**src/rtl/uart_receiver_pkg.sv**
```systemverilog
// Shared UART definitions: receiver state encoding and bit-timing derivation.
// The transmitter imports the same helpers so both ends agree on timing.
package uart_receiver_pkg;

  typedef enum logic [2:0] {
    IDLE,
    START,
    DATA,
    STOP,
    WAIT_IDLE
  } rx_state_e;

  function automatic int calc_clks_per_bit(input int clk_hz, input int baud);
    return clk_hz / baud;
  endfunction

  function automatic int calc_half_bit(input int clks_per_bit);
    return clks_per_bit / 2;
  endfunction

endpackage

```
**src/rtl/uart_receiver_sync_2ff.sv**
```systemverilog
// Two-flop synchronizer for a single asynchronous input with a configurable
// reset value, so idle-high lines do not look like an edge coming out of reset.
module sync_2ff #(
  parameter logic RESET_VALUE = 1'b1
) (
  input  logic clk,
  input  logic reset,
  input  logic d,
  output logic q
);

  logic meta;

  always_ff @(posedge clk) begin
    if (reset) begin
      meta <= RESET_VALUE;
      q    <= RESET_VALUE;
    end else begin
      meta <= d;
      q    <= meta;
    end
  end

endmodule

```
**src/rtl/uart_receiver.sv**
```systemverilog
// 8N1 UART receiver: mid-bit sampling from a half-bit start qualification,
// registered byte/frame-error pulses and break handling after a bad stop bit.
module uart_receiver
  import uart_receiver_pkg::*;
#(
  parameter int comm_clk_frequency = 50_000_000,
  parameter int baud_rate          = 115_200
) (
  input  logic       clk,
  input  logic       reset,
  input  logic       uart_rx,
  output logic [7:0] rx_byte,
  output logic       rx_new_byte,
  output logic       rx_frame_error,
  output logic       rx_busy
);

  localparam int CLKS_PER_BIT = calc_clks_per_bit(comm_clk_frequency, baud_rate);
  localparam int HALF_BIT     = calc_half_bit(CLKS_PER_BIT);
  localparam int TIMER_W      = $clog2(CLKS_PER_BIT);

  localparam logic [TIMER_W-1:0] HALF_LAST = TIMER_W'(HALF_BIT - 1);
  localparam logic [TIMER_W-1:0] BIT_LAST  = TIMER_W'(CLKS_PER_BIT - 1);

  logic               rx_s;
  rx_state_e          state, state_next;
  logic [TIMER_W-1:0] timer, timer_next;
  logic [2:0]         bit_index, bit_index_next;
  logic [7:0]         shift_reg, shift_next;
  logic [7:0]         byte_next;
  logic               new_next, err_next;

  sync_2ff #(
    .RESET_VALUE(1'b1)
  ) u_sync (
    .clk  (clk),
    .reset(reset),
    .d    (uart_rx),
    .q    (rx_s)
  );

  always_ff @(posedge clk) begin
    if (reset) begin
      state          <= IDLE;
      timer          <= '0;
      bit_index      <= '0;
      shift_reg      <= '0;
      rx_byte        <= 8'h00;
      rx_new_byte    <= 1'b0;
      rx_frame_error <= 1'b0;
    end else begin
      state          <= state_next;
      timer          <= timer_next;
      bit_index      <= bit_index_next;
      shift_reg      <= shift_next;
      rx_byte        <= byte_next;
      rx_new_byte    <= new_next;
      rx_frame_error <= err_next;
    end
  end

  // The timer is cleared at every sample point, so it never needs to wrap.
  always_comb begin
    state_next     = state;
    timer_next     = timer;
    bit_index_next = bit_index;
    shift_next     = shift_reg;
    byte_next      = rx_byte;
    new_next       = 1'b0;
    err_next       = 1'b0;

    case (state)
      IDLE: begin
        timer_next = '0;
        if (!rx_s) begin
          state_next = START;
        end
      end

      START: begin
        if (timer == HALF_LAST) begin
          timer_next = '0;
          if (!rx_s) begin
            state_next     = DATA;
            bit_index_next = '0;
          end else begin
            state_next = IDLE;
          end
        end else begin
          timer_next = timer + 1'b1;
        end
      end

      DATA: begin
        if (timer == BIT_LAST) begin
          timer_next            = '0;
          shift_next[bit_index] = rx_s;
          if (bit_index == 3'd7) begin
            state_next = STOP;
          end else begin
            bit_index_next = bit_index + 3'd1;
          end
        end else begin
          timer_next = timer + 1'b1;
        end
      end

      STOP: begin
        if (timer == BIT_LAST) begin
          timer_next = '0;
          if (rx_s) begin
            byte_next  = shift_reg;
            new_next   = 1'b1;
            state_next = IDLE;
          end else begin
            err_next   = 1'b1;
            state_next = WAIT_IDLE;
          end
        end else begin
          timer_next = timer + 1'b1;
        end
      end

      WAIT_IDLE: begin
        timer_next = '0;
        if (rx_s) begin
          state_next = IDLE;
        end
      end

      default: begin
        state_next = IDLE;
        timer_next = '0;
      end
    endcase
  end

  assign rx_busy = (state != IDLE);

endmodule

```
**config.mk**
```make
export PLATFORM = sky130hd
export DESIGN_NAME = uart_receiver
export DESIGN_NICKNAME = d
export VERILOG_FILES = /design/src/rtl/uart_receiver_pkg.sv /design/src/rtl/uart_receiver_sync_2ff.sv /design/src/rtl/uart_receiver.sv
export SDC_FILE = /design/constraint.sdc
export NUM_CORES = 1
export LEC_CHECK = 0
export ABC_AREA = 0
export CAP_MARGIN = 5
export CORE_MARGIN = 4
export CORE_UTILIZATION = 57
export DETAILED_ROUTE_END_ITERATION = 10
export HOLD_SLACK_MARGIN = 0.1
export PLACE_DENSITY = 0.87
export SLEW_MARGIN = 0
export SYNTH_ARGS = -nofsm -noshare
export SYNTH_HDL_FRONTEND = slang
export SYNTH_SLANG_ARGS = --single-unit
```
**constraint.sdc**
```tcl
create_clock -name clk -period 2.1 [get_ports clk]
set_input_delay 0.21 -clock clk [delete_from_list [all_inputs] [get_ports clk]]
set_output_delay 0.21 -clock clk [all_outputs]
set_load 0.05 [all_outputs]
```
# Word level (Yosys, flattened, before mapping)
# Index checks and enable logic that the tools add are counted.
[word_totals] regBits=35
[classes] addsub=2 order_cmp=2 n_eq_ne=15 mux=22 bitwise=2 reduce_logical=10
[ops] cell="$mux 3" n=11
[ops] cell="$mux 9" n=2
[ops] cell="$pmux 9 s2" n=1
[ops] cell="$pmux 3 s5" n=1
[ops] cell="$ne 2x2->1 const B" n=7
[ops] cell="$add 9x1->9 const B" n=1
[ops] cell="$eq 9x8->1 const B" n=1
[ops] cell="$eq 9x9->1 const B" n=1
[ops] cell="$bwmux 8" n=1
[ops] cell="$eq 3x2->1 const B" n=2
[ops] cell="$eq 3x3->1 const B" n=2
[ops] cell="$pmux 3 s2" n=1
[ops] cell="$reduce_and 6->1" n=1
[ops] cell="$reduce_and 5->1" n=1
[ops] cell="$lt 3x4->1 const B" n=1
[ops] cell="$add 3x1->3 const B" n=1
[ops] cell="$demux 1 s3" n=1
[ops] cell="$eq 3x1->1 const B" n=1
[ops] cell="$ge 3x1->1 const B" n=1
[ops] cell="$logic_not 3->1" n=1
[ops] cell="$mux 1" n=3
[ops] cell="$reduce_and 3->1" n=1
[ops] cell="$reduce_bool 3->1" n=1
[ops] cell="$reduce_or 3->1" n=1
[ops] cell="other kinds (7)" n=8

# Logic depth before layout (Yosys ltp)
[logic_depth] word_depth=5 depth_mapped=6

# By module
# Synthesis repeated with hierarchy kept, for this count alone.
[hier_totals] hier_cells=172 area_unflattened_um2=1712.9
[modules_own_cells] module="uart_receiver" n_inst=1 cells_each=168 area_each_um2=1660.3
[modules_own_cells] module="sync_2ff" n_inst=1 cells_each=4 area_each_um2=52.6

# Worst setup path before layout
# OpenSTA, ideal clock, no wires.
[synth_path] path_type="reg-to-reg" startpoint="register timer[0]" endpoint="register bit_index[0]" setup_ps=123 arrival_time_ps=1478 slack_ps=499 stages_incl_launch_ff=6 path_buffers=0 period_less_slack_ps=1601 path_cell_list="dfxtp_1 ha_1 and4b_1 nand4_1 a21oi_2 mux2_1"
[synth_between] elab_chain_len=3 word_cells_on_any_way=5 cone_classes="eq/ne: 4; reduce/logical: 1"
[synth_lines] element="start, declared" line="uart_receiver.sv:27" text="logic [TIMER_W-1:0] timer, timer_next;"
[synth_lines] element="start signal, assigned" line="uart_receiver.sv:53" text="timer <= timer_next;"
[synth_lines] element="$eq 9x9->1 or $eq 9x8->1 (tied branches)" line="uart_receiver.sv:95, uart_receiver.sv:81"
[synth_lines] element="$ne 2x2->1 (no line)"
[synth_lines] element="$reduce_and 5->1 (no line) (*)"
[synth_lines] element="end signal, assigned" line="uart_receiver.sv:54" text="bit_index <= bit_index_next;"
[synth_lines] element="end, declared" line="uart_receiver.sv:28" text="logic [2:0] bit_index, bit_index_next;"
# Mark *: on every way between the ends. The rest lies on a longest branch, timed or not.
# A chain may end at the register's enable or synchronous reset.

# Final worst setup path
# Same ends and word-level chain as after synthesis.

==> flow_summary.html <==
<table>
<tr><th>Metric</th><th>Value</th></tr>
<tr><th colspan="2">Finish</th></tr>
<tr><td>Max FFs per register</td><td>9</td></tr>
<tr><td>Layout cells sized above 1</td><td>0.122</td></tr>
<tr><td>Most frequent standard cell in the layout excluding fill and tap cells</td><td>dfxtp_1</td></tr>
<tr><td>Final net count</td><td>203</td></tr>
<tr><td>Synthesis-to-layout area growth</td><td>12.0%</td></tr>
<tr><td>Highest-count cells in the layout ignoring fill and taps</td><td>dfxtp_1 (35), nor2_1 (25), mux2i_1 (17)</td></tr>
<tr><td>Total inserted antenna cells</td><td>0</td></tr>
<tr><th colspan="2">Synth</th></tr>
<tr><td>Number of instances in the synthesized netlist</td><td>180</td></tr>
<tr><td>Flip-flop cell with the highest count after synthesis</td><td>dfxtp_1</td></tr>
<tr><td>Average cell area after synthesis</td><td>9.56 um^2</td></tr>
<tr><td>Leading cell types by total area after synthesis</td><td>dfxtp_1 (41%), mux2i_1 (9.9%), nor2_1 (5.5%)</td></tr>
<tr><td>Share of Yosys cell area claimed by the top area cell type</td><td>0.407</td></tr>
<tr><td>Largest area contributor in the netlist</td><td>dfxtp_1</td></tr>
<tr><td>Total nets after synthesis</td><td>188</td></tr>
<tr><td>Share of async-settable or async-resettable flops after synthesis</td><td>0</td></tr>
<tr><td>Area of the mapped netlist</td><td>0.00172 mm^2</td></tr>
<tr><td>Count of yosys warnings during synthesis</td><td>0</td></tr>
<tr><td>Number of flops mapped to enable cells by yosys</td><td>0</td></tr>
<tr><td>Number of distinct library cell variants in the gate-level netlist after synthesis</td><td>44</td></tr>
<tr><td>Seq cells post-synth</td><td>35</td></tr>
<tr><td>Sequential fraction of the synthesis area</td><td>0.407</td></tr>
<tr><th colspan="2">Global routing</th></tr>
<tr><td>Largest net degree at the start of global routing</td><td>31</td></tr>
<tr><td>Global Route Usage Sum</td><td>0.185</td></tr>
<tr><td>Antenna violations before repair</td><td>0</td></tr>
<tr><td>Via count of the first global-routing pass</td><td>1341</td></tr>
<tr><td>Congestion Overflow GR</td><td>0</td></tr>
<tr><td>Global-route wire length before repair</td><td>5.84 mm</td></tr>
<tr><th colspan="2">Route</th></tr>
<tr><td>Antenna-violating nets left</td><td>0</td></tr>
<tr><td>Vias per inst</td><td>5.83</td></tr>
<tr><td>First-pass iteration count of the detailed router</td><td>4</td></tr>
<tr><td>Routed wirelength normalized by instance count</td><td>14.2 um</td></tr>
<tr><td>First DRT Iteration DRCs</td><td>78</td></tr>
<tr><td>Total via count after detailed routing</td><td>1324</td></tr>
<tr><td>Routed Wire Length</td><td>3.23 mm</td></tr>
<tr><td>Post-route DRC violation count</td><td>0</td></tr>
<tr><th colspan="2">STA</th></tr>
<tr><td>Slew @ Worst Pin</td><td>518 ps</td></tr>
<tr><td>Max-slew violation count</td><td>0</td></tr>
<tr><td>Clock tree skew after final layout</td><td>9.31 ps</td></tr>
<tr><td>Setup total negative slack</td><td>0 ps</td></tr>
<tr><td>Relative max-transition margin</td><td>0.654</td></tr>
<tr><td>Worst setup slack after layout</td><td>277 ps</td></tr>
<tr><td>Highest clock rate</td><td>548 MHz</td></tr>
<tr><td>Final worst path period share</td><td>0.868</td></tr>
<tr><td>Min Tclk post-route</td><td>1820 ps</td></tr>
<tr><td>Hold Vio Cnt, Final</td><td>0</td></tr>
<tr><td>RSZ-0062 raised after global routing</td><td>no</td></tr>
<tr><td>Worst hold slack</td><td>421 ps</td></tr>
<tr><td>Final count of negative-setup-slack endpoints</td><td>0</td></tr>
<tr><th colspan="2">Clock tree</th></tr>
<tr><td>Clock Tree Buf Depth</td><td>2</td></tr>
<tr><td>Register clock-pin slew on the reported worst setup and hold paths</td><td>100 ps</td></tr>
<tr><td>Total clock buffers created by CTS</td><td>5</td></tr>
<tr><td>Latest clock arrival within the worst-skew pair</td><td>340 ps</td></tr>
<tr><td>H-tree depth</td><td>2</td></tr>
<tr><td>Root Buffer Master</td><td>clkbuf_4</td></tr>
<tr><td>CTS sink count</td><td>35</td></tr>
<tr><td>Postcts setup bufs</td><td>0</td></tr>
<tr><td>CTS tree</td><td>done</td></tr>
<tr><th colspan="2">Die</th></tr>
<tr><td>X dimension of the die</td><td>62.9 um</td></tr>
<tr><td>Std-Cell Core Area</td><td>0.00283 mm^2</td></tr>
<tr><td>Starting density of the core</td><td>0.608</td></tr>
<tr><td>Ports placed on the boundary</td><td>14</td></tr>
<tr><td>Die height</td><td>62.9 um</td></tr>
<tr><td>Placement row count</td><td>19</td></tr>
<tr><td>Total Die Area</td><td>0.00396 mm^2</td></tr>
<tr><th colspan="2">Worst setup path</th></tr>
<tr><td>Slack of the worst reg-to-reg path</td><td>280 ps</td></tr>
<tr><td>WS Path Type</td><td>flop to flop</td></tr>
<tr><td>Crit path arrival time</td><td>2050 ps</td></tr>
<tr><td>Crit path capture</td><td>bit_index[0]$_SDFFE_PP0P_</td></tr>
<tr><td>Top fanout value on the critical path</td><td>5</td></tr>
<tr><td>Required time of the critical path</td><td>2330 ps</td></tr>
<tr><td>Type of destination of the critical path</td><td>flop</td></tr>
<tr><td>Worst r2r src</td><td>timer[0]$_SDFF_PP0_</td></tr>
<tr><td>Startpoint Class</td><td>flop</td></tr>
<tr><td>Critical R2R Capture</td><td>bit_index[0]$_SDFFE_PP0P_</td></tr>
<tr><td>Path depth of the worst reg2reg path</td><td>5</td></tr>
<tr><td>Source of the critical timing path</td><td>timer[0]$_SDFF_PP0_</td></tr>
<tr><th colspan="2">Pwr</th></tr>
<tr><td>Net switching share of the total power</td><td>0.304</td></tr>
<tr><td>Switching component of the power</td><td>399 uW</td></tr>
<tr><td>Combinational power share</td><td>0.179</td></tr>
<tr><td>P_leak</td><td>0.723 nW</td></tr>
<tr><td>Total power divided by cell area</td><td>681 mW/mm^2</td></tr>
<tr><td>Part of the total power dissipated in sequential elements</td><td>0.550</td></tr>
<tr><td>Pint</td><td>914 uW</td></tr>
<tr><td>Part of the total power dissipated in the clock network</td><td>0.271</td></tr>
<tr><td>Total power of the final layout</td><td>1.31 mW</td></tr>
<tr><td>Peak VDD IR</td><td>0.557 mV</td></tr>
<tr><th colspan="2">Worst hold path</th></tr>
<tr><td>Hold Crit Class</td><td>flop to flop</td></tr>
<tr><th colspan="2">Place</th></tr>
<tr><td>Half-perimeter wire length of the detailed placement result</td><td>2.31 mm</td></tr>
<tr><td>Global placer's final weighted congestion</td><td>0.856</td></tr>
<tr><td># port buffers</td><td>13</td></tr>
<tr><td>Setup Slack @ Placement</td><td>306 ps</td></tr>
<tr><th colspan="2">Outcome</th></tr>
<tr><td>Status</td><td>finished, final reports clean</td></tr>
<tr><th colspan="2">Run</th></tr>
<tr><td>Max-capacitance violation count</td><td>0</td></tr>
</table>
## logic make-up (layout without fill, tap and decap cells)
| logic type | count (synthesis) | count (layout) | synth area share |
|---|---|---|---|
| xor+xnor | 7 | 7 | 0.0356 |
| mux | 19 | 19 | 0.112 |
| flops | 35 | 35 | 0.407 |
| fa+ha+maj | 5 | 5 | 0.0364 |
| simple gates | 87 | 87 | 0.319 |
| compound gates | 15 | 15 | 0.0618 |
| buf+inv | 12 | 28 | 0.0284 |
## cells in the mapped netlist (2+ instances only)
cell type,count
xor2_1,2
xnor2_1,5
nand2b_1,13
nor2b_1,3
nand3_1,5
nand3b_1,2
or2_2,3
ha_1,5
a21oi_2,2
nor4_1,2
buf_2,3
dfxtp_1,35
a21oi_1,6
inv_1,6
clkbuf_1,3
mux2i_1,17
nor2_1,25
nand4_1,5
nand2_1,7
nor3_1,6
or3_1,2
## power by group through the flow
| stage | Combinational, mW | Clock, mW | Sequential [mW] |
|---|---|---|---|
| global placement | 0.229 | 0 | 0.736 |
| floorplan | 0.220 | 0 | 0.701 |
| detailed placement | 0.235 | 0 | 0.736 |
| CTS | 0.237 | 0.362 | 0.721 |
| global route | 0.262 | 0.404 | 0.728 |
| finish | 0.235 | 0.356 | 0.722 |
## layout make-up
cell class	instances	area, um^2
Multi-Input combinational cell	133	971
Fill cell	225	902
Sequential cell	35	701
Timing Repair Buffer	14	140
Clock buffer	6	41.3
Tap cell	31	38.8
Inverter	6	22.5
Clock inverter	2	12.5
## metrics by stage
step / instances / cell area, um^2 / util
finish: 227 / 1930 / 0.681
detailed placement: 219 / 1870 / 0.661
global placement: 219 / 1870 / 0.661
global route: 227 / 1930 / 0.681
floorplan: 180 / 1720 / -
CTS: 227 / 1920 / 0.680
## repair_timing
action                     CTS  global route
resized for setup            0             1
setup endpoints to repair    0             1
hold buffers                 0             0
## routing by layer
| metal | track usage | part of all wire |
|---|---|---|
| met3 | 0.0809 | 0.054 |
| met4 | 0.0689 | 0.021 |
| met2 | 0.292 | 0.47 |
| met5 | 0 | 0 |
| met1 | 0.220 | 0.46 |
## worst min-delay path by stage
stage,startpoint,end,slack [ps],cells past startpoint
after floorplan,uart_rx,u_sync.meta$_SDFF_PP1_,310,1
after global placement,u_sync.meta$_SDFF_PP1_,u_sync.q$_SDFF_PP1_,390,1
after detailed placement,u_sync.meta$_SDFF_PP1_,u_sync.q$_SDFF_PP1_,400,1
after CTS,uart_rx,u_sync.meta$_SDFF_PP1_,420,2
after global routing,uart_rx,u_sync.meta$_SDFF_PP1_,390,2
final,u_sync.meta$_SDFF_PP1_,u_sync.q$_SDFF_PP1_,420,1
## worst max-delay path: stages (launching register included)
cell,delay [ps]
dfxtp_1,420
ha_1,250
and4b_1,300
nand4_1,130
a21oi_2,260
mux2_1,360
No activity file was read; power rests on OpenSTA's default activity.
==> variant, RTL diff (same flow settings) <==
`shift_reg` no longer has a reset.
--- a/src/rtl/uart_receiver.sv
+++ b/src/rtl/uart_receiver.sv
@@ -45,5 +45,4 @@
       timer          <= '0;
       bit_index      <= '0;
-      shift_reg      <= '0;
       rx_byte        <= 8'h00;
       rx_new_byte    <= 1'b0;
@@ -53,9 +52,12 @@
       timer          <= timer_next;
       bit_index      <= bit_index_next;
-      shift_reg      <= shift_next;
       rx_byte        <= byte_next;
       rx_new_byte    <= new_next;
       rx_frame_error <= err_next;
     end
+  end
+
+  always_ff @(posedge clk) begin
+    shift_reg <= shift_next;
   end
 
Behaviour: no difference found for any inputs over 10 cycles, from zero or initial values and one cycle with reset high; that may be too few to reach the edited logic, so the function may still have changed.
==> variant against the original RTL <==
- setup slack lost 0.17 ns
- synthesized area shrank 11%
- global-route usage is essentially flat
- sequential cell count is the same
- largest cell class is now flip-flops and latches
- first-iteration DRC count shrank 63%
- routed wire length shrank 14%
- cell area shrank 9.2%
Power is not compared: it rests on default switching activity, and its combinational part moved more than twofold at a synthesized area within 25%.
==> variant: results (changes against the original RTL) <==
| Metric | Value |
|---|---|
| Synth top area cells | dfxtp_1 (35%), edfxtp_1 (16%), nor2_1 (6.6%) |
| Detailed Route WL | 2792 um (-14%) |
| Clk_lat worst skew | 0.34 ns (about the same) |
| Sequential Area | 780.7 um2 (+11%) |
| Layout fillers | 210 (-6.7%) |
| Met3 usage | 0.04752 (-0.03342) |
| Met2 usage | 0.3318 (+0.03930) |
| Nets | 177 (-13%) |
| Pin count of the biggest net entering global routing | 19 (-39%) |
| Share of cells above drive strength 1 | 0.1235 (+0.001080) |
| Met3 wire length | 87 um (-50%) |
| P_int | 0.0008327 W |
| #MultiIn Comb | 108 (-19%) |
| Layout clock area frac | 0.03074 (+0.002814) |
| Area Growth Syn to Fin | 14.02% |
| Global Route met1 Usage | 0.1965 (-0.02314) |
| Post-synth top cells | dfxtp_1 (27), nor2_1 (27), nand2_1 (9) |
| Syn avg cell area | 10.10 um2 (+5.7%) |
| Synth Warn # | 0 (unchanged) |
| Pre-CTS WS | 0.1297 ns (-0.1766 ns) |
| Netlist cell types | 43 (-2.3%) |
| Worst hold path class | in -> reg |
| Worst Clk Skew | 0.005384 ns (-0.003931 ns) |
| Nonclk buf count | 16 (+2) |
| Inverters | 3 (-3) |
| Initial DRC Count | 29 (-63%) |
| Critical path arrival | 2.27 ns (+0.22 ns) |
| Area of the multi-input gates | 715.7 um2 (-26%) |
| Vias/cell | 5.555 (-4.8%) |
| CTS resizes | 1 (+1) |
| Logic pwr share | 0.031 |
| Placer Congestion | 0.8266 (-3.4%) |
| Slowest cell on the critical path | or3b_1 |
| First-pass GRT wire length | 4816 um (-18%) |
| CP Max Fanout | 7 (+2) |
| Sequential area share after synthesis | 0.5086 (+0.1013) |
| Detail Placement HPWL | 2039 um (-12%) |
| Max-slew headroom | 0.6605 (+0.006664) |
| Post-Layout Cell Count | 200 (-12%) |
| Number of synthesized flops with an enable pin | 8 (+8) |
| DRT met1 WL | 1155 um (-21%) |
| Slowest stage delay, CP | 0.44 ns (+0.02 ns) |
| Placed insts | 192 (-12%) |
| NetSw | 0.0002455 W |
| Syn Nets | 160 (-15%) |
| Signal buf overhead | 0.08649 (+0.01376) |
| Status | complete, no violations |
| DP Area | 0.001694 mm2 (-9.4%) |
| Total Routing Usage GR | 0.1849 (about the same) |
| Routed met2 length | 1499 um (-1.2%) |
| Vias in the first global route | 1,103 (-18%) |
==> variant: cell types whose count changed in the layout (fill, tap and decap cells not counted), sizes merged, moves of 3 or more <==
cell / change
nand4: -5
nor4: -3
mux2i: -9
and3: +5
nor3: -3
inv: -3
nand2b: -10
dfxtp: -8
edfxtp: +8
==> variant: kinds of logic (layout without fill, tap and decap cells) <==
group           Yosys count  after routing  share of synthesized area
compound gates           15             15                    0.07418
fa+ha+maj                 5              5                    0.04075
simple gates             73             73                     0.2567
mux                       8              8                    0.05216
xor+xnor                  7              7                    0.03994
buf+inv                   9             27                    0.02771
flops                    35             35                     0.5086
==> variant: worst paths after layout <==
path                                    from           end  slack, ns  depth (start not counted)
worst max-delay path            bit_index[1]  bit_index[0]       0.11                          6
worst min register to register   u_sync.meta      u_sync.q       0.43                          1
worst max register to register  bit_index[1]  bit_index[0]       0.11                          6
worst min-delay path                 uart_rx   u_sync.meta       0.42                          2
